### config.mk
export PLATFORM = sky130hd
export DESIGN_NAME = chord_press_detector
export DESIGN_NICKNAME = d
export VERILOG_FILES = /design/src/rtl/chord_pkg.sv /design/src/rtl/btn_debounce.sv /design/src/rtl/chord_press_detector.sv
export SDC_FILE = /design/constraint.sdc
export NUM_CORES = 1
export LEC_CHECK = 0
export BUFFER_PORTS_ARGS = -buffer_cell sky130_fd_sc_hd__buf_4
export CAP_MARGIN = 15
export CORE_AREA = 2 2 105 76
export CTS_CLUSTER_SIZE = 14
export DETAILED_ROUTE_END_ITERATION = 6
export DIE_AREA = 0 0 107 78
export PLACE_DENSITY = 0.76
export SLEW_MARGIN = 5
export SYNTH_ARGS = -nofsm -noshare
export SYNTH_HDL_FRONTEND = slang
export SYNTH_HIERARCHICAL = 1
export SYNTH_SLANG_ARGS = --single-unit
export TNS_END_PERCENT = 100
### constraint.sdc
create_clock -name clk -period 5.2 [get_ports clk]
set_input_delay 1.04 -clock clk [delete_from_list [all_inputs] [get_ports clk]]
set_output_delay 1.04 -clock clk [all_outputs]
set_load 0.05 [all_outputs]
### src/rtl/chord_pkg.sv
// ============================================================================
// Module      : chord_pkg
// Description : Shared types, default timing constants and a seconds-to-cycles
//               helper for the chord press detector.
// Revision    : 1.0 - initial release
// ============================================================================
`default_nettype none

package chord_pkg;

    // Chord tracking states
    typedef enum logic [1:0] {
        ST_IDLE = 2'd0,
        ST_HOLD = 2'd1,
        ST_LONG = 2'd2
    } chord_state_e;

    localparam int DEF_N_CH          = 2;
    localparam int DEF_CLK_HZ        = 50_000_000;
    localparam int DEF_LONG_SEC      = 3;
    localparam int DEF_SHORT_MIN_CYC = 2_500_000;
    localparam int DEF_DEBOUNCE_CYC  = 500_000;
    localparam int DEF_REPEAT_CYC    = 12_500_000;

    // Convert a hold time in seconds into clock cycles
    function automatic int sec_to_cyc(input int sec, input int clk_hz);
        return sec * clk_hz;
    endfunction

endpackage

`default_nettype wire

### src/rtl/btn_debounce.sv
// ============================================================================
// Module      : btn_debounce
// Description : One button channel: 2-FF synchroniser followed by a stability
//               counter. The debounced level follows the synchronised level
//               once it has differed for DEBOUNCE_CYC consecutive cycles.
//               DEBOUNCE_CYC = 0 passes the synchroniser output straight out.
// Revision    : 1.0 - initial release
// ============================================================================
`default_nettype none

module btn_debounce
    import chord_pkg::*;
#(
    parameter int DEBOUNCE_CYC = DEF_DEBOUNCE_CYC
) (
    input  logic clk,
    input  logic rst,
    input  logic btn_raw,
    output logic db_out
);

    logic sync1_q, sync1_d;
    logic sync2_q, sync2_d;

    // Synchroniser stage inputs
    always_comb begin
        sync1_d = btn_raw;
        sync2_d = sync1_q;
    end

    // Two-flop synchroniser against metastability on the raw button level
    always_ff @(posedge clk or negedge rst) begin
        if (!rst) begin
            sync1_q <= 1'b0;
            sync2_q <= 1'b0;
        end else begin
            sync1_q <= sync1_d;
            sync2_q <= sync2_d;
        end
    end

    generate
        if (DEBOUNCE_CYC == 0) begin : g_bypass
            assign db_out = sync2_q;
        end else begin : g_filter
            localparam int CNT_W = (DEBOUNCE_CYC < 2) ? 1 : $clog2(DEBOUNCE_CYC + 1);
            localparam logic [CNT_W-1:0] CNT_LAST = CNT_W'(DEBOUNCE_CYC - 1);

            logic [CNT_W-1:0] cnt_q, cnt_d;
            logic             db_q, db_d;

            // Count while the synchronised level disagrees; commit on the last count
            always_comb begin
                cnt_d = '0;
                db_d  = db_q;
                if (sync2_q != db_q) begin
                    if (cnt_q == CNT_LAST) begin
                        db_d = sync2_q;
                    end else begin
                        cnt_d = cnt_q + CNT_W'(1);
                    end
                end
            end

            // Debounce counter and debounced level registers
            always_ff @(posedge clk or negedge rst) begin
                if (!rst) begin
                    cnt_q <= '0;
                    db_q  <= 1'b0;
                end else begin
                    cnt_q <= cnt_d;
                    db_q  <= db_d;
                end
            end

            assign db_out = db_q;
        end
    endgenerate

endmodule

`default_nettype wire

### src/rtl/chord_press_detector.sv
// ============================================================================
// Module      : chord_press_detector
// Description : Debounces N_CH buttons and classifies releases of a selectable
//               chord as short or long presses with single-cycle pulses.
//               Optional auto-repeat while held long: define CHORD_REPEAT_EN.
// Revision    : 1.0 - initial release
// ============================================================================
`default_nettype none

module chord_press_detector
    import chord_pkg::*;
#(
    parameter int N_CH          = DEF_N_CH,
    parameter int CLK_HZ        = DEF_CLK_HZ,
    parameter int LONG_SEC      = DEF_LONG_SEC,
    parameter int SHORT_MIN_CYC = DEF_SHORT_MIN_CYC,
    parameter int DEBOUNCE_CYC  = DEF_DEBOUNCE_CYC,
    parameter int REPEAT_CYC    = DEF_REPEAT_CYC
) (
    input  logic            clk,
    input  logic            rst,
    input  logic [N_CH-1:0] btn,
    input  logic [N_CH-1:0] chord_mask,
    input  logic            cancel,
    output logic            short_pulse,
    output logic            long_pulse,
    output logic            repeat_pulse,
    output logic            hold_active,
    output logic [N_CH-1:0] db_state
);

    localparam int LONG_CYC = sec_to_cyc(LONG_SEC, CLK_HZ);
    localparam int TIMER_W  = $clog2(LONG_CYC + 1);
    localparam logic [TIMER_W-1:0] LONG_LAST = TIMER_W'(LONG_CYC - 1);
    localparam logic [TIMER_W-1:0] LONG_MAX  = TIMER_W'(LONG_CYC);
    localparam logic [TIMER_W-1:0] SHORT_MIN = TIMER_W'(SHORT_MIN_CYC);

    logic [N_CH-1:0] db_w;

    generate
        for (genvar i = 0; i < N_CH; i++) begin : g_ch
            btn_debounce #(
                .DEBOUNCE_CYC (DEBOUNCE_CYC)
            ) u_debounce (
                .clk     (clk),
                .rst     (rst),
                .btn_raw (btn[i]),
                .db_out  (db_w[i])
            );
        end
    endgenerate

    assign db_state = db_w;

    chord_state_e     state_q, state_d;
    logic [N_CH-1:0]  mask_q, mask_d;
    logic [TIMER_W-1:0] timer_q, timer_d;
    logic             armed_q, armed_d;
    logic             hold_q, hold_d;
    logic             short_q, short_d;
    logic             long_q, long_d;
    logic             ok_held;
    logic             ok_new;

    // Chord satisfied against the latched mask (tracking) or the live mask (idle)
    always_comb begin
        ok_held = (mask_q != '0) && ((db_w & mask_q) == mask_q);
        ok_new  = (chord_mask != '0) && ((db_w & chord_mask) == chord_mask);
    end

    // Next-state, timer and pulse decisions; cancel overrides everything
    always_comb begin
        state_d = state_q;
        mask_d  = mask_q;
        timer_d = timer_q;
        armed_d = armed_q;
        hold_d  = hold_q;
        short_d = 1'b0;
        long_d  = 1'b0;

        case (state_q)
            ST_IDLE: begin
                mask_d  = chord_mask;
                timer_d = '0;
                // Re-arm only once the chord has been seen released
                armed_d = armed_q | ~ok_new;
                if (armed_q && ok_new) begin
                    state_d = ST_HOLD;
                    timer_d = TIMER_W'(1);
                end
            end
            ST_HOLD: begin
                if (!ok_held) begin
                    short_d = (timer_q >= SHORT_MIN);
                    state_d = ST_IDLE;
                    timer_d = '0;
                end else begin
                    timer_d = timer_q + TIMER_W'(1);
                    if (timer_q == LONG_LAST) begin
                        state_d = ST_LONG;
                        hold_d  = 1'b1;
                    end
                end
            end
            ST_LONG: begin
                if (!ok_held) begin
                    long_d  = 1'b1;
                    hold_d  = 1'b0;
                    state_d = ST_IDLE;
                    timer_d = '0;
                end else if (timer_q != LONG_MAX) begin
                    timer_d = timer_q + TIMER_W'(1);
                end
            end
            default: begin
                state_d = ST_IDLE;
                timer_d = '0;
                hold_d  = 1'b0;
            end
        endcase

        if (cancel) begin
            state_d = ST_IDLE;
            timer_d = '0;
            armed_d = 1'b0;
            hold_d  = 1'b0;
            short_d = 1'b0;
            long_d  = 1'b0;
        end
    end

    // FSM, mask latch, timer and registered pulse outputs
    always_ff @(posedge clk or negedge rst) begin
        if (!rst) begin
            state_q <= ST_IDLE;
            mask_q  <= '0;
            timer_q <= '0;
            armed_q <= 1'b0;
            hold_q  <= 1'b0;
            short_q <= 1'b0;
            long_q  <= 1'b0;
        end else begin
            state_q <= state_d;
            mask_q  <= mask_d;
            timer_q <= timer_d;
            armed_q <= armed_d;
            hold_q  <= hold_d;
            short_q <= short_d;
            long_q  <= long_d;
        end
    end

    assign short_pulse = short_q;
    assign long_pulse  = long_q;
    assign hold_active = hold_q;

`ifdef CHORD_REPEAT_EN
    localparam int REP_W = (REPEAT_CYC < 2) ? 1 : $clog2(REPEAT_CYC + 1);
    localparam logic [REP_W-1:0] REP_LAST = REP_W'(REPEAT_CYC - 1);

    logic [REP_W-1:0] rep_cnt_q, rep_cnt_d;
    logic             repeat_q, repeat_d;

    // Fire on entry to LONG, then once per REPEAT_CYC while staying in LONG
    always_comb begin
        rep_cnt_d = '0;
        repeat_d  = 1'b0;
        if ((state_q != ST_LONG) && (state_d == ST_LONG)) begin
            repeat_d = 1'b1;
        end else if ((state_q == ST_LONG) && (state_d == ST_LONG)) begin
            if (rep_cnt_q == REP_LAST) begin
                repeat_d = 1'b1;
            end else begin
                rep_cnt_d = rep_cnt_q + REP_W'(1);
            end
        end
    end

    // Repeat counter and pulse register
    always_ff @(posedge clk or negedge rst) begin
        if (!rst) begin
            rep_cnt_q <= '0;
            repeat_q  <= 1'b0;
        end else begin
            rep_cnt_q <= rep_cnt_d;
            repeat_q  <= repeat_d;
        end
    end

    assign repeat_pulse = repeat_q;
`else
    assign repeat_pulse = 1'b0;
`endif

endmodule

`default_nettype wire
Yosys cells after proc, flatten, opt, wreduce, memory -nomap -nowiden

Cells that the tools add are included.

Flip-flop bits (word level): 80
Bits of input ports: 7
Output and inout bits: 6
Logic and storage cells: 80

Add/sub/neg operators: 3
Magnitude comparators: 1
Eq/ne operators: 17
Muxes and demuxes: 29
Bitwise gates (word level): 4
Reduce and logical (&&, ||, !) cells: 11

Operators with widths:

| kind                  | count |
|---|---|
| $mux 28               | 4 |
| $pmux 28 s3           | 1 |
| $mux 19               | 4 |
| $add 19x1->19 const B | 2 |
| $eq 19x19->1 const B  | 2 |
| $add 28x1->28 const B | 1 |
| $eq 28x28->1 const B  | 1 |
| $ge 28x22->1 const B  | 1 |
| $ne 28x28->1 const B  | 1 |
| $mux 1                | 13 |
| $ne 3x3->1 const B    | 4 |
| $mux 2                | 5 |
| $ne 4x4->1 const B    | 2 |
| $pmux 2 s3            | 1 |
| $reduce_bool 2->1     | 3 |
| $and 2x2->2           | 2 |
| $eq 2x2->1            | 2 |
| $reduce_and 2->1      | 2 |
| $reduce_and 4->1      | 1 |
| $logic_and 1x1->1     | 3 |
| $pmux 1 s3            | 1 |
| $reduce_and 3->1      | 1 |
| $eq 2x1->1 const B    | 1 |
| $eq 2x2->1 const B    | 1 |
| 5 further kinds       | 6 |

Depth between registers and ports, before layout

Depth after elaboration: 7
Gate-level depth with buffers: 9
Mapped depth without buffers: 7

Modules after synthesis

The synthesis kept the hierarchy.

By module, submodules not included:

| module               | times used | cells an instance | area an instance (sq um) | sequential area each (sq um) |
|---|---|---|---|---|
| btn_debounce         | 2          | 105               | 1079.8                   | 550.5 |
| chord_press_detector | 1          | 231               | 2147.1                   | 900.9 |

Worst setup path after synthesis

OpenSTA, ideal clock, no wires.

Path kind: in2reg
Start: input cancel
End: register timer_q[19]
Setup time: 0.071 ns
Arrival: 2.042 ns
Required time: 5.129 ns
Slack: 3.087 ns
Cell stages on the path: 6
Buffers on the path: 2
Path through: nor2b_1 -> nand4b_1 -> and2_1 -> buf_2 -> buf_6 -> nor2_1

Word-level cells in the longest chain between the ends: 1
Elaborated cells between the ends (all ways): 2
Classes of those cells: 1 x eq/ne; 1 x mux

Ends and longest elaborated chain:

| item                                                   | RTL line                    | RTL |
|---|---|---|
| from (decl)                                            | chord_press_detector.sv:24  | `input logic cancel,` |
| $ne 4x4->1 (no line) / $mux 28 (equally long branches) | -                           |  |
| to (signal assigned)                                   | chord_press_detector.sv:145 | `timer_q <= timer_d;` |
| to (decl)                                              | chord_press_detector.sv:57  | `logic [TIMER_W-1:0] timer_q, timer_d;` |

Parallel ways exist; a longest one is shown, timed or not.
A chain may end at the register's enable or synchronous reset.

Worst setup path after layout

Start: register timer_q[9]
End: register timer_q[19]

Word-level cells in the longest chain between the ends: 5
Elaborated cells between the ends (all ways): 8
Classes of those cells: 1 x add/sub; 2 x eq/ne; 5 x mux

Ends and longest elaborated chain:

| item          | RTL line                                                | RTL |
|---|---|---|
| $add 28x1->28 | chord_press_detector.sv:98, chord_press_detector.sv:112 |  |
| $mux 28       | chord_press_detector.sv:111                             | `end else if (timer_q != LONG_MAX) begin` |
| $mux 28       | chord_press_detector.sv:106                             | `if (!ok_held) begin` |
| $pmux 28 s3   | chord_press_detector.sv:81                              | `case (state_q)` |
| $mux 28       | chord_press_detector.sv:122                             | `if (cancel) begin` |

Parallel ways exist; a longest one is shown, timed or not. The select of a mux whose other input is x is not followed.

==> impl_metrics.env <==
export IMPL_synth_edff_count=0
export IMPL_ff2ff_path_depth=5
export IMPL_syn_inst=441
export IMPL_wl_per_cell_um=16.1
export IMPL_firstDrtPassIters=4
export IMPL_holdWs_ns=0.354
export IMPL_post_cts_buffers=0
export IMPL_hold_buffers=0
export IMPL_die_x_um=107
export IMPL_yosysTopAreaCell="dfrtp_1"
export IMPL_whs_path_depth=0
export IMPL_slew_viol_final=0
export IMPL_drc=0
export IMPL_avgViaCountPerCell=5.99
export IMPL_rrSetupSlack_ns=2.70
export IMPL_endpoint_kind="flop"
export IMPL_finalSetupViolations=0
export IMPL_h_tree_depth=3
export IMPL_clk_pin_slew_ns=0.08
export IMPL_worstPathMaxFanout=15
export IMPL_worstHoldEndpoint="g_ch[1].u_debounce/sync2_q"
export IMPL_setup_ws_ns=2.70
export IMPL_place_area_um2=4440
export IMPL_layout_drive_gt1_share_pct=10.8
export IMPL_min_path_type="flop to flop"
export IMPL_synthFlopType="dfrtp_1"
export IMPL_io_pins=13
export IMPL_hpwl_um=6150
export IMPL_dp_cells=537
export IMPL_arrival_ns=2.79
export IMPL_grt_pass1_vias=3204
export IMPL_die_area_um2=8350
export IMPL_min_delay_start="g_ch[1].u_debounce/sync1_q"
export IMPL_drt_initial_drc_count=299
export IMPL_die_h_um=78
export IMPL_rows=26
export IMPL_status="finished clean"
export IMPL_synth_area_per_cell_um2=9.77
export IMPL_vias=3312
export IMPL_rsz0062_at_grt="no"
export IMPL_grt_pass1_wl_um=15600
export IMPL_track_usage_pct=23.7
export IMPL_nets=465
export IMPL_drv_cap=0
export IMPL_timing_slew_headroom_pct=33.6
export IMPL_fin_area_um2=4640
export IMPL_r2r_end="timer_q[19]"
export IMPL_cp_start_kind="flop"
export IMPL_grt_max_degree=81
export IMPL_synth_nets=456
export IMPL_p_leak_nw=1.88
export IMPL_finalHoldViolations=0
export IMPL_synthDistinctLibCells=58
export IMPL_synth_seq_cells=80
export IMPL_cts_sinks=80
export IMPL_max_freq_ghz=0.400
export IMPL_diodes=0
export IMPL_final_cells=553
export IMPL_port_buffers=11
export IMPL_gp_congestion=0.900
export IMPL_final_core_util_pct=64.0
export IMPL_initial_core_util_pct=59.4
export IMPL_setup_tns_ns=0
export IMPL_cts_resized=0
export IMPL_synth_top_cells_by_area="dfrtp_1 46%, xnor2_1 6.5%, nor2_1 5.6%"
export IMPL_finalPower_mw=1.16
export IMPL_cts_root_buf="clkbuf_8"
export IMPL_cts_tree="yes"
export IMPL_criticalPathCategory="flop to flop"
export IMPL_fin_skew_ns=0.00615
export IMPL_clk_latency_ns=0.37
export IMPL_irDropWorstVdd_v=0.000206
export IMPL_synth_seq_area_share_pct=46.5
export IMPL_grt_antenna_before_repair=0
export IMPL_fin_crit_sh_pct=48.0
export IMPL_fin_crit_ns=2.50
export IMPL_required_ns=5.49
export IMPL_ant_nets=0
export IMPL_tightest_slew_ns=0.996
export IMPL_area_growth_syn_to_layout_pct=7.76
export IMPL_grt_overflow_total=0
export IMPL_core_area_um2=7250
export IMPL_place_ws_ns=2.50
export IMPL_yosysTopAreaCellShare_pct=46.5
export IMPL_power_density_nw_per_um2=250
export IMPL_cts_buffer_depth=2
export IMPL_yosysWarningCount=6
export IMPL_syn_cell_area_um2=4310
export IMPL_cts_buffers_inserted=9
export IMPL_routed_wl_um=8920
export IMPL_r2r_start="timer_q[9]"
export IMPL_ys_async_sr_fraction_pct=100
[synth_stat cells (3+ instances only)]
cell / n
dfrtp_1: 80
nor4_1: 14
nand2_1: 25
buf_2: 6
xor2_1: 15
mux2_2: 6
and4_1: 4
o21ai_0: 10
inv_1: 19
buf_4: 3
and3_1: 4
nor2b_1: 3
nor3_1: 10
a31oi_1: 4
ha_1: 8
nand2b_1: 3
xnor2_1: 32
a21oi_1: 19
nor4_2: 3
and2_1: 6
nor4b_1: 3
nor2_1: 64
nand3_1: 26
nand4_1: 21
or3_1: 5
[registers in the layout (all words and copies together), names as in the netlist, 2 cells and up]
register and cells:
g_ch.u_debounce/g_filter.cnt_q 38, g_ch.u_debounce/sync1_q 2, g_ch.u_debounce/db_out 2, g_ch.u_debounce/sync2_q 2, state_q 2, mask_q 2, timer_q 28
[final cells by class]
cell class	count	area, um^2
tap	98	123
inverter	19	71.3
clock buffer	10	138
clock inverter	6	67.6
fill	603	2610
sequential	80	2000
timing repair buffer	11	82.6
multi-input combinational	329	2160
[metal layers]
| layer | vias to the layer above | track usage, % | part of all wire [%] |
|---|---|---|---|
| met2 | 99 | 34.5 | 44 |
| li1 | 1582 | - | - |
| met3 | 17 | 5.63 | 5.3 |
| met1 | 1614 | 34.6 | 49 |
| met4 | 0 | 8.44 | 1.8 |
| met5 | - | 0 | 0 |
[worst max path at each step]
stage,slack [ns],to,startpoint,depth (start not counted)
after floorplan,3.09,timer_q[19],cancel,6
after global placement,2.63,timer_q[5],cancel,6
after detailed placement,2.50,timer_q[19],cancel,6
after CTS,2.74,timer_q[19],timer_q[19],5
after global routing,2.51,timer_q[19],timer_q[19],5
final,2.70,timer_q[19],timer_q[9],5
[power breakdown]
part / leakage, nW / switching, mW / internal [mW]
registers: 1.10 / 0.00817 / 0.629
logic: 0.683 / 0.0327 / 0.0145
clock network: 0.0989 / 0.239 / 0.236
[logic make-up after synthesis]
family / Yosys count / share of synthesized area, %
xor gates and xnor gates: 47 / 9.56
DFF: 80 / 46.5
muxes: 8 / 2.03
and+or+nand+nor: 211 / 27.1
adders and majority gates: 8 / 2.32
other: 1 / 0.0871
AOI/OAI and AO/OA: 54 / 8.95
buffers and inverters: 32 / 3.43
[cell usage in the layout, fill, tap and decap left out, drive strengths merged, types with 4 or more instances in the layout]
cell type	count
ha	8
and4	4
nor2	64
xor2	15
mux2	6
nand4	23
o21ai	10
or3	5
xnor2	32
nor4	18
dfrtp	80
nor3	11
and2	6
and3	4
nand3	26
inv	20
buf	11
clkbuf	10
nand2	27
a31oi	4
a21oi	19
or4	4
[critical path, cell delays in order (launching register included)]
cell and delay, ns:
dfrtp_1 0.46, or4bb_1 0.58, nor3_1 0.21, nand4_1 0.45, and2_1 0.53, nor2_1 0.19
Note: power is estimated with default switching activity, not from simulation.
